[config.mk]
export PLATFORM = sky130hd
export DESIGN_NAME = gigatron_cpu
export DESIGN_NICKNAME = d
export VERILOG_FILES = /design/src/rtl/gigatron_cpu.sv
export SDC_FILE = /design/constraint.sdc
export NUM_CORES = 1
export LEC_CHECK = 0
export BUFFER_PORTS_ARGS = -buffer_cell sky130_fd_sc_hd__buf_4
export CAP_MARGIN = 20
export CORE_UTILIZATION = 45
export DETAILED_ROUTE_END_ITERATION = 10
export PLACE_DENSITY = 0.7
export SYNTH_ARGS = -nofsm -noshare
export SYNTH_HDL_FRONTEND = slang
export SYNTH_SLANG_ARGS = --single-unit
[constraint.sdc]
create_clock -name i_Clk -period 4 [get_ports i_Clk]
set_clock_uncertainty 0.15 [all_clocks]
set_input_delay 0.8 -clock i_Clk [delete_from_list [all_inputs] [get_ports i_Clk]]
set_output_delay 0.8 -clock i_Clk [all_outputs]
set_load 0.02 [all_outputs]
[src/rtl/gigatron_cpu.sv]
// Gigatron-style 8-bit TTL CPU core.
// Runs a two-phase sequencer with one instruction every two clocks. There is
// no pipeline stall: the instruction after a jump (the delay slot) always
// executes.
//
// state   | meaning
// --------|-----------------------------------------------------------------
// ST_ADDR | RAM address driven from IR/D/X/Y, PC advances, no reg writes
// ST_EXEC | ROM/RAM data valid, registers and RAM written, next IR latched
module gigatron_cpu #(
  parameter int ROM_AW = 16,
  parameter int RAM_AW = 15,
  parameter logic [ROM_AW-1:0] RESET_PC = '0
) (
  input  logic              i_Clk,
  input  logic              i_Reset,
  output logic [ROM_AW-1:0] o_Rom_Addr,
  input  logic [15:0]       i_Rom_Data,
  output logic [RAM_AW-1:0] o_Ram_Addr,
  output logic              o_Ram_Wr,
  output logic [7:0]        o_Ram_Wr_Data,
  input  logic [7:0]        i_Ram_Rd_Data,
  input  logic [7:0]        i_In,
  output logic [7:0]        o_Out,
  output logic [7:0]        o_Xout,
  output logic [7:0]        o_AC,
  output logic              o_Retire
);

  typedef enum logic {ST_ADDR, ST_EXEC} state_t;

  state_t            state_q;
  logic [ROM_AW-1:0] pc_q;
  logic [7:0]        ir_q;
  logic [7:0]        d_q;
  logic [7:0]        ac_q;
  logic [7:0]        x_q;
  logic [7:0]        y_q;
  logic [7:0]        out_q;
  logic [7:0]        xout_q;

  logic [2:0]        op;
  logic [2:0]        mode;
  logic [1:0]        bus_sel;
  logic [7:0]        bus;
  logic [7:0]        alu;
  logic [7:0]        ram_hi;
  logic [7:0]        ram_lo;
  logic              taken;
  logic [7:0]        slot_page;
  logic [7:0]        jump_hi;
  logic [ROM_AW-1:0] jump_pc;
  logic              is_exec;

  assign op      = ir_q[7:5];
  assign mode    = ir_q[4:2];
  assign bus_sel = ir_q[1:0];
  assign is_exec = (state_q == ST_EXEC);

  // Data address: jumps read [D]; everything else decodes the mode field.
  always_comb begin
    ram_hi = 8'h00;
    ram_lo = d_q;
    if (op != 3'd7) begin
      case (mode)
        3'd1:         begin ram_hi = 8'h00; ram_lo = x_q; end
        3'd2:         begin ram_hi = y_q;   ram_lo = d_q; end
        3'd3, 3'd7:   begin ram_hi = y_q;   ram_lo = x_q; end
        default:      begin ram_hi = 8'h00; ram_lo = d_q; end
      endcase
    end
  end

  // Bus source mux.
  always_comb begin
    case (bus_sel)
      2'd0:    bus = d_q;
      2'd1:    bus = i_Ram_Rd_Data;
      2'd2:    bus = ac_q;
      default: bus = i_In;
    endcase
  end

  // ALU: plain 8-bit modulo arithmetic, no flags.
  always_comb begin
    case (op)
      3'd1:    alu = ac_q & bus;
      3'd2:    alu = ac_q | bus;
      3'd3:    alu = ac_q ^ bus;
      3'd4:    alu = ac_q + bus;
      3'd5:    alu = ac_q - bus;
      default: alu = bus;
    endcase
  end

  // Branch condition on AC treated as signed; mode 0 is the unconditional far jump.
  always_comb begin
    case (mode)
      3'd1:    taken = !ac_q[7] && (ac_q != 8'h00);
      3'd2:    taken = ac_q[7];
      3'd3:    taken = (ac_q != 8'h00);
      3'd4:    taken = (ac_q == 8'h00);
      3'd5:    taken = !ac_q[7];
      3'd6:    taken = ac_q[7] || (ac_q == 8'h00);
      default: taken = 1'b1;
    endcase
  end

  // During EXEC the PC already points two past the branch, so the delay-slot
  // address (branch+1) is PC-1; near branches stay in that page.
  assign slot_page = 8'(16'(pc_q - ROM_AW'(1)) >> 8);
  assign jump_hi   = (mode == 3'd0) ? y_q : slot_page;
  assign jump_pc   = ROM_AW'({jump_hi, bus});

  // Sequencer and architectural register updates.
  always_ff @(posedge i_Clk) begin
    if (i_Reset) begin
      state_q <= ST_ADDR;
      pc_q    <= RESET_PC;
      ir_q    <= 8'h02;
      d_q     <= 8'h00;
      ac_q    <= 8'h00;
      x_q     <= 8'h00;
      y_q     <= 8'h00;
      out_q   <= 8'h00;
      xout_q  <= 8'h00;
    end else begin
      case (state_q)
        ST_ADDR: begin
          pc_q    <= pc_q + ROM_AW'(1);
          state_q <= ST_EXEC;
        end
        default: begin
          state_q <= ST_ADDR;
          ir_q    <= i_Rom_Data[15:8];
          d_q     <= i_Rom_Data[7:0];
          if (op <= 3'd5) begin
            case (mode)
              3'd4:       x_q   <= alu;
              3'd5:       y_q   <= alu;
              3'd6, 3'd7: out_q <= alu;
              default:    ac_q  <= alu;
            endcase
            if (mode == 3'd7) x_q <= x_q + 8'd1;
            if ((mode >= 3'd6) && alu[6] && !out_q[6]) xout_q <= ac_q;
          end else if (op == 3'd6) begin
            if (mode == 3'd4) x_q <= bus;
            if (mode == 3'd5) y_q <= bus;
            if (mode == 3'd7) x_q <= x_q + 8'd1;
          end else begin
            if (taken) pc_q <= jump_pc;
          end
        end
      endcase
    end
  end

  assign o_Rom_Addr    = pc_q;
  assign o_Ram_Addr    = RAM_AW'({ram_hi, ram_lo});
  // Reset is sampled on the edge, so the strobe is gated to keep a store
  // caught by reset from writing.
  assign o_Ram_Wr      = is_exec && (op == 3'd6) && (bus_sel != 2'd1) && !i_Reset;
  assign o_Ram_Wr_Data = bus;
  assign o_Out         = out_q;
  assign o_Xout        = xout_q;
  assign o_AC          = ac_q;
  assign o_Retire      = is_exec;

endmodule

==> qor.yml, run 1 <==
synth:
  synth_edf_count: 0
  synth_top_area_frac: 0.291
  post_synth_fa_ha_maj_area_fraction: 0.0713
  syn_nets: 662
  ys_seq_area_frac: 0.291
  syn_avg_cell_area_um2: 8.37
  ys_dominant_reg_cell: "dfxtp_1"
  synth_top_cells_by_area: "dfxtp_1 (29%), mux2i_1 (7.4%), nor2_1 (7.2%), ha_1 (6.7%), mux4_2 (4.0%)"
  synth_top_family_by_area: "simple AND/OR/NAND/NOR gates"
  yosysUniqueCellTypes: 70
  synth_cells: 600
  async_reset_ff_frac: 0
  syn_area_um2: 5020
  synth_top_area_cell: "dfxtp_1"
  synth_seq_cells: 73
  synthSimpleGateAreaFrac: 0.205
  yosys.area_share.xor_xnor: 0.0506
  synth-compound-area-share: 0.170
  yosysWarnings: 0
  synthMuxAreaShare: 0.151
routing:
  vias: 4956
  detail-route-antenna-nets: 0
  drt_iter0_drc: 315
  via_per_inst: 5.87
  wl_per_cell_um: 18.2
  drtPass1Iterations: 5
  drt_wl_total_mm: 15.4
  drc_errors: 0
grt:
  grt_usage: 0.276
  grt_remaining_overflow: 0
  grt_pass1_vias: 4608
  grt_first_pass_wirelength_mm: 24.3
  antenna_found_initial: 0
  grt_max_degree: 75
status:
  status: "finished, final reports clean"
placed_design:
  place.gp.congestion: 0.924
  io_buffers: 98
  dp_hpwl_mm: 11.3
  dp_cells: 830
sta:
  drv_slew: 0
  hold_viol: 0
  rsz0062_at_grt: "no"
  max_freq_ghz: 0.265
  tightest_slew_ns: 0.889
  setup_violations: 0
  fin_crit_ns: 3.77
  fin_crit_sh: 0.942
  hold_ws_ns: 0.316
  max-slew-margin-rel: 0.408
pwr:
  p_int_mw: 1.38
  seqPwrFrac: 0.380
  power_frac_clock: 0.278
  pwr-share-comb: 0.342
  p_sw_mw: 0.756
  p_per_area_nw_per_um2: 345
  swShare: 0.353
  leakagePower_nw: 2.66
  ir_drop_mv: 0.205
final_layout:
  final_nets: 763
  diodes: 0
  fill_cells: 1025
  syn_to_final_growth_pct: 23.4
  multi_input_area_um2: 3260
  fin_cells: 845
  final_util: 0.571
  regArea_um2: 1460
  drive_above_1_share: 0.261
worst_hold_path:
  holdCritPathClass: "reg2reg"
  worstHoldPathCells: 2
die:
  core_area_um2: 10800
  die_w_um: 108
  die_area_um2: 11600
  start_util: 0.463
  ios: 99
  die_y_um: 108
  rows: 38
setup_path:
  critPathKind: "reg2reg"
  r2r_cells: 13
  setup.worst_path.start_class: "register"
  cp-end-kind: "register"
  worstPathMaxFanout: 8
  crit_arrival_ns: 3.84
  cp.required_ns: 4.07
cts:
  clk_latency_ns: 0.38
  htreeDepth: 3
  root_buffer: "clkbuf_8"
  cts_tree: "done"
  cts_made_buffers: 9
  clock_sinks: 73
  clk_pin_slew_worst_paths_ns: 0.08
  clk_path_buf_depth: 2
  ctsHoldBuffers: 0
job:
  drv_cap: 0
==> power by group through the flow <==
stage               Combinational (mW)  Clock, mW  Sequential, mW
finish                           0.732      0.595           0.813
CTS                              0.726      0.605           0.811
global route                     0.794      0.639           0.818
global placement                 0.711          0           0.826
detailed placement               0.722          0           0.828
floorplan                        0.468          0           0.821
==> cells in the mapped netlist (9+ instances only) <==
master and instances:
a211oi_1 26, a21oi_1 37, and2_1 11, and3_1 10, clkbuf_1 24, dfxtp_1 73, ha_1 27, inv_1 22
mux2_2 11, mux2i_1 37, mux4_2 9, nand2_1 27, nand3_1 18, nor2_1 96, nor3_1 16, o21ai_0 15
xnor2_1 17, xor2_1 12
==> metal layers <==
layer,GRT usage,wire length (um),up-vias
met5,0,0,-
li1,-,-,2355
met2,0.449,7210,208
met4,0.106,296,0
met3,0.0460,1010,22
met1,0.364,6850,2371
==> cell type report <==
class / count / share of cell area
Multi-Input combinational cell: 457 / 0.526
Tap cell: 140 / 0.0283
Sequential cell: 73 / 0.236
Timing Repair Buffer: 131 / 0.161
Inverter: 29 / 0.0176
Clock inverter: 5 / 0.00909
Clock buffer: 10 / 0.0222
==> placed cells by master (no fill, tap or decap), drive strengths merged, types with 6 or more instances in the layout <==
cell and n:
inv 28, xor2 12, o21ai 19, nand3 18, a211oi 26, mux2 14
nor2 97, clkbuf 10, and2 11, and3 10, a21oi 38, buf 131
nand2 27, xnor2 17, nor3 17, dfxtp 73, mux2i 37, mux4 10
ha 27, nor4 6, o211ai 6
==> stage by stage <==
stage | setup WS [ns] | area [um2] | TNS (ns) | power [mW]
6_report | 0.233 | 6190 | 0 | 2.14
4_1_cts | 0.199 | 6190 | 0 | 2.14
3_5_place_dp | -0.0299 | 6000 | -0.103 | 1.55
3_3_place_gp | -0.0481 | 6000 | -0.122 | 1.54
2_1_floorplan | 0.0458 | 5020 | 0 | 1.29
5_1_grt | 0.0203 | 6190 | 0 | 2.25
==> registers in the layout, summed over array words and instances, names as in the netlist <==
| register | cells |
|---|---|
| o_AC | 8 |
| o_Out | 8 |
| y_q | 8 |
| o_Rom_Addr | 16 |
| ir_q | 8 |
| x_q | 8 |
| o_Xout | 8 |
| d_q | 8 |
| o_Retire | 1 |
==> timing repair <==
| action | CTS | global route |
|---|---|---|
| setup buffers | 0 | 0 |
| resized for setup | 0 | 1 |
| setup endpoints to repair | 0 | 3 |
==> cell families (layout without fill, tap and decap cells) <==
| logic type | after synthesis | in the layout |
|---|---|---|
| fa+ha+maj | 28 | 28 |
| flops | 73 | 73 |
| mux | 61 | 61 |
| simple gates | 213 | 213 |
| buf+inv | 70 | 175 |
| xor+xnor | 29 | 29 |
| compound gates | 126 | 126 |
==> critical path, stage by stage (launching register included) <==
cell and delay (ns):
dfxtp_1 0.47, buf_4 0.25, mux4_2 0.66, inv_1 0.14, buf_4 0.14, a31o_2 0.16
xnor2_1 0.06, ha_1 0.25, a211o_1 0.28, a32oi_1 0.20, o211ai_1 0.22, a221o_1 0.41
mux2i_1 0.16, nor2_1 0.06
==> path summary, 6_finish.rpt <==
path	from	slack, ns	endpoint
setup / recovery	ir_q[0]	0.23	o_AC[6]
hold / removal	o_Out[4]	0.32	o_Out[4]
setup reg to reg	ir_q[0]	0.23	o_AC[6]
hold reg to reg	o_Out[4]	0.32	o_Out[4]
(Power assumes the default switching activity.)
==> run 2: changes to the inputs <==
Settings changed: CAP_MARGIN 20 to not set, CORE_UTILIZATION 45 to 30, PLACE_DENSITY 0.7 to not set, SETUP_SLACK_MARGIN set to 0.05.
==> qor.yml, run 2 (synthesis results as in run 1) <==
status:
  status: "finished, final reports clean"
cts:
  clk_path_buf_depth: 2  # unchanged
  clk_latency_ns: 0.35  # -0.03 ns
  root_buffer: "clkbuf_16"
  cts_made_buffers: 9  # unchanged
  htreeDepth: 3  # unchanged
  clock_sinks: 73  # unchanged
  clk_pin_slew_worst_paths_ns: 0.06  # -0.02 ns
  cts_tree: "done"
final_layout:
  largest_reg_flops: 16  # unchanged
  final_common_cell: "buf_4"
  final_cell_mix: "buf_4 (132), nor2_1 (96), dfxtp_1 (71)"
  syn_to_final_growth_pct: 27.0
  diodes: 0  # unchanged
  final_nets: 765  # +0.26%
  drive_above_1_share: 0.264  # +0.00313
  final_util: 0.396  # -0.176
  fill_cells: 1693  # +65%
  fin_cells: 924  # +9.3%
routing:
  drc_errors: 0  # unchanged
  detail-route-antenna-nets: 0  # unchanged
  drt_iter0_drc: 373  # +18%
  via_per_inst: 5.23  # -11%
  wl_per_cell_um: 17.0  # -6.5%
  vias: 4831  # -2.5%
  drtPass1Iterations: 5  # unchanged
  drt_wl_total_mm: 15.7  # +2.2%
pwr:
  power_frac_clock: 0.332  # +0.054
  swShare: 0.346  # -0.00698
  pwr-share-comb: 0.313  # -0.029
  ir_drop_mv: 0.212  # +3.1%
  p_sw_mw: 0.793  # +5.0%
  p_int_mw: 1.50  # +8.2%
  p_per_area_nw_per_um2: 359  # +4.0%
  seqPwrFrac: 0.355  # -0.025
  p_total_mw: 2.29  # +7.1%
  leakagePower_nw: 2.69  # +1.0%
die:
  rows: 46  # +21%
  ios: 99  # unchanged
  core_area_um2: 16100  # +49%
  die_area_um2: 17300  # +49%
  die_w_um: 131  # +22%
  start_util: 0.311  # -0.152
  die_y_um: 131  # +22%
sta:
  rsz0062_at_grt: "no"
  setup_violations: 0  # unchanged
  max-slew-margin-rel: 0.479  # +0.0718
  fin_crit_ns: 3.66  # -0.108 ns
  layout_setup_ws_ns: 0.341  # +0.108 ns
  fin_crit_sh: 0.915  # -0.0271
  setup_tns_ns: 0  # unchanged
  hold_viol: 0  # unchanged
  drv_slew: 0  # unchanged
  tightest_slew_ns: 0.781  # -0.108 ns
  max_freq_ghz: 0.273  # +3.0%
placed_design:
  dp_cells: 908  # +9.4%
  dp_slack_ns: 0.0475  # +0.0775 ns
  io_buffers: 98  # unchanged
  dp_hpwl_mm: 11.8  # +4.4%
  place.gp.congestion: 0.919  # -0.52%
setup_path:
  critPathKind: "in2reg"
  cp-end-kind: "register"
  slowest_delay_ns: 0.53  # -0.13 ns
  worstPathMaxFanout: 4  # -4
  setup.worst_path.start_class: "input port"
  cp.required_ns: 4.06  # about the same
  cp_top_family: "compound AO/OA/AOI/OAI gates"
  crit_buf_inv: 2  # -1
  cpMaxStageDelayCell: "mux4_2"
  crit_chain: "buf_4, mux4_2, inv_1, ha_1, a41o_1, xnor2_1, ha_1, o21ai_0, a22o_1, a31oi_1, xor2_1, xnor2_1, a21oi_1, a211oi_1"
  crit_arrival_ns: 3.72  # -0.12 ns
grt:
  grt_max_degree: 42  # -44%
  busiest_layer: "met2"
  met1_usage: 0.257  # -0.107
  grt_first_pass_wirelength_mm: 25.5  # +5.0%
  grt_pass1_vias: 4692  # +1.8%
  grt_remaining_overflow: 0  # unchanged
  grt_util_met2: 0.280  # -0.169
  antenna_found_initial: 1  # +1
  met3_usage: 0.0529  # +0.00685
  grt_usage: 0.187  # -0.0894
worst_hold_path:
  holdCritPathClass: "reg2reg"
job:
  drv_cap: 0  # unchanged
## run 2: worst reg2reg max path, delay by kind of cell, from the launching register on
| kind | cells | cell delay [ns] |
|---|---|---|
| AND/OR/NAND/NOR | 1 | 0.21 |
| multiplexers | 1 | 0.54 |
| XOR/XNOR | 3 | 0.37 |
| buffers and inverters | 1 | 0.21 |
| adder cells (fa/ha/maj) | 1 | 0.33 |
| AO/OA/AOI/OAI | 6 | 1.26 |
| flip-flops | 1 | 0.42 |
## run 2: timing repair
item / in CTS / in global routing
endpoints found under the setup margin: 0 / 2
resized for setup: 0 / 1
hold buffers: 0 / 0
buffers inserted: 0 / 0
## run 2: routing by layer
metal | share of wire | up-vias
met5 | 0.00083 | -
met1 | 0.48 | 2272
met3 | 0.072 | 23
met4 | 0.016 | 2
li1 | - | 2357
met2 | 0.44 | 177
## run 2: final cells by class
type / instances / area (um2) / area share
well taps: 216 / 270 / 0.0424
clock inverters: 6 / 43.8 / 0.00687
inverters: 29 / 109 / 0.0171
clock buffers: 10 / 229 / 0.0359
repair buffers: 133 / 1010 / 0.159
flip-flops and latches: 73 / 1460 / 0.230
multi-input cells: 457 / 3250 / 0.510
## run 2: path summary, 6_finish.rpt
path	start	to	slack, ns	cells after the start
setup / recovery	i_In[0]	y_q[7]	0.34	14
hold / removal	o_Out[4]	o_Out[4]	0.31	2
setup reg to reg	ir_q[0]	y_q[7]	0.38	13
hold reg to reg	o_Out[4]	o_Out[4]	0.31	2
## run 2: power by group through the flow
| stage | logic, mW | clock network, mW | registers, mW |
|---|---|---|---|
| after floorplan | 0.468 | 0 | 0.821 |
| after CTS | 0.714 | 0.780 | 0.811 |
| after detailed placement | 0.712 | 0 | 0.827 |
| after global placement | 0.709 | 0 | 0.827 |
| final | 0.717 | 0.761 | 0.813 |
| after global routing | 0.788 | 0.808 | 0.819 |
## run 2: per-stage QoR
step	hold WS (ns)	area, um2
global route	0.343	6380
detailed placement	0.303	6100
finish	0.309	6380
global placement	0.298	6100
CTS	0.312	6370
floorplan	0.323	5020
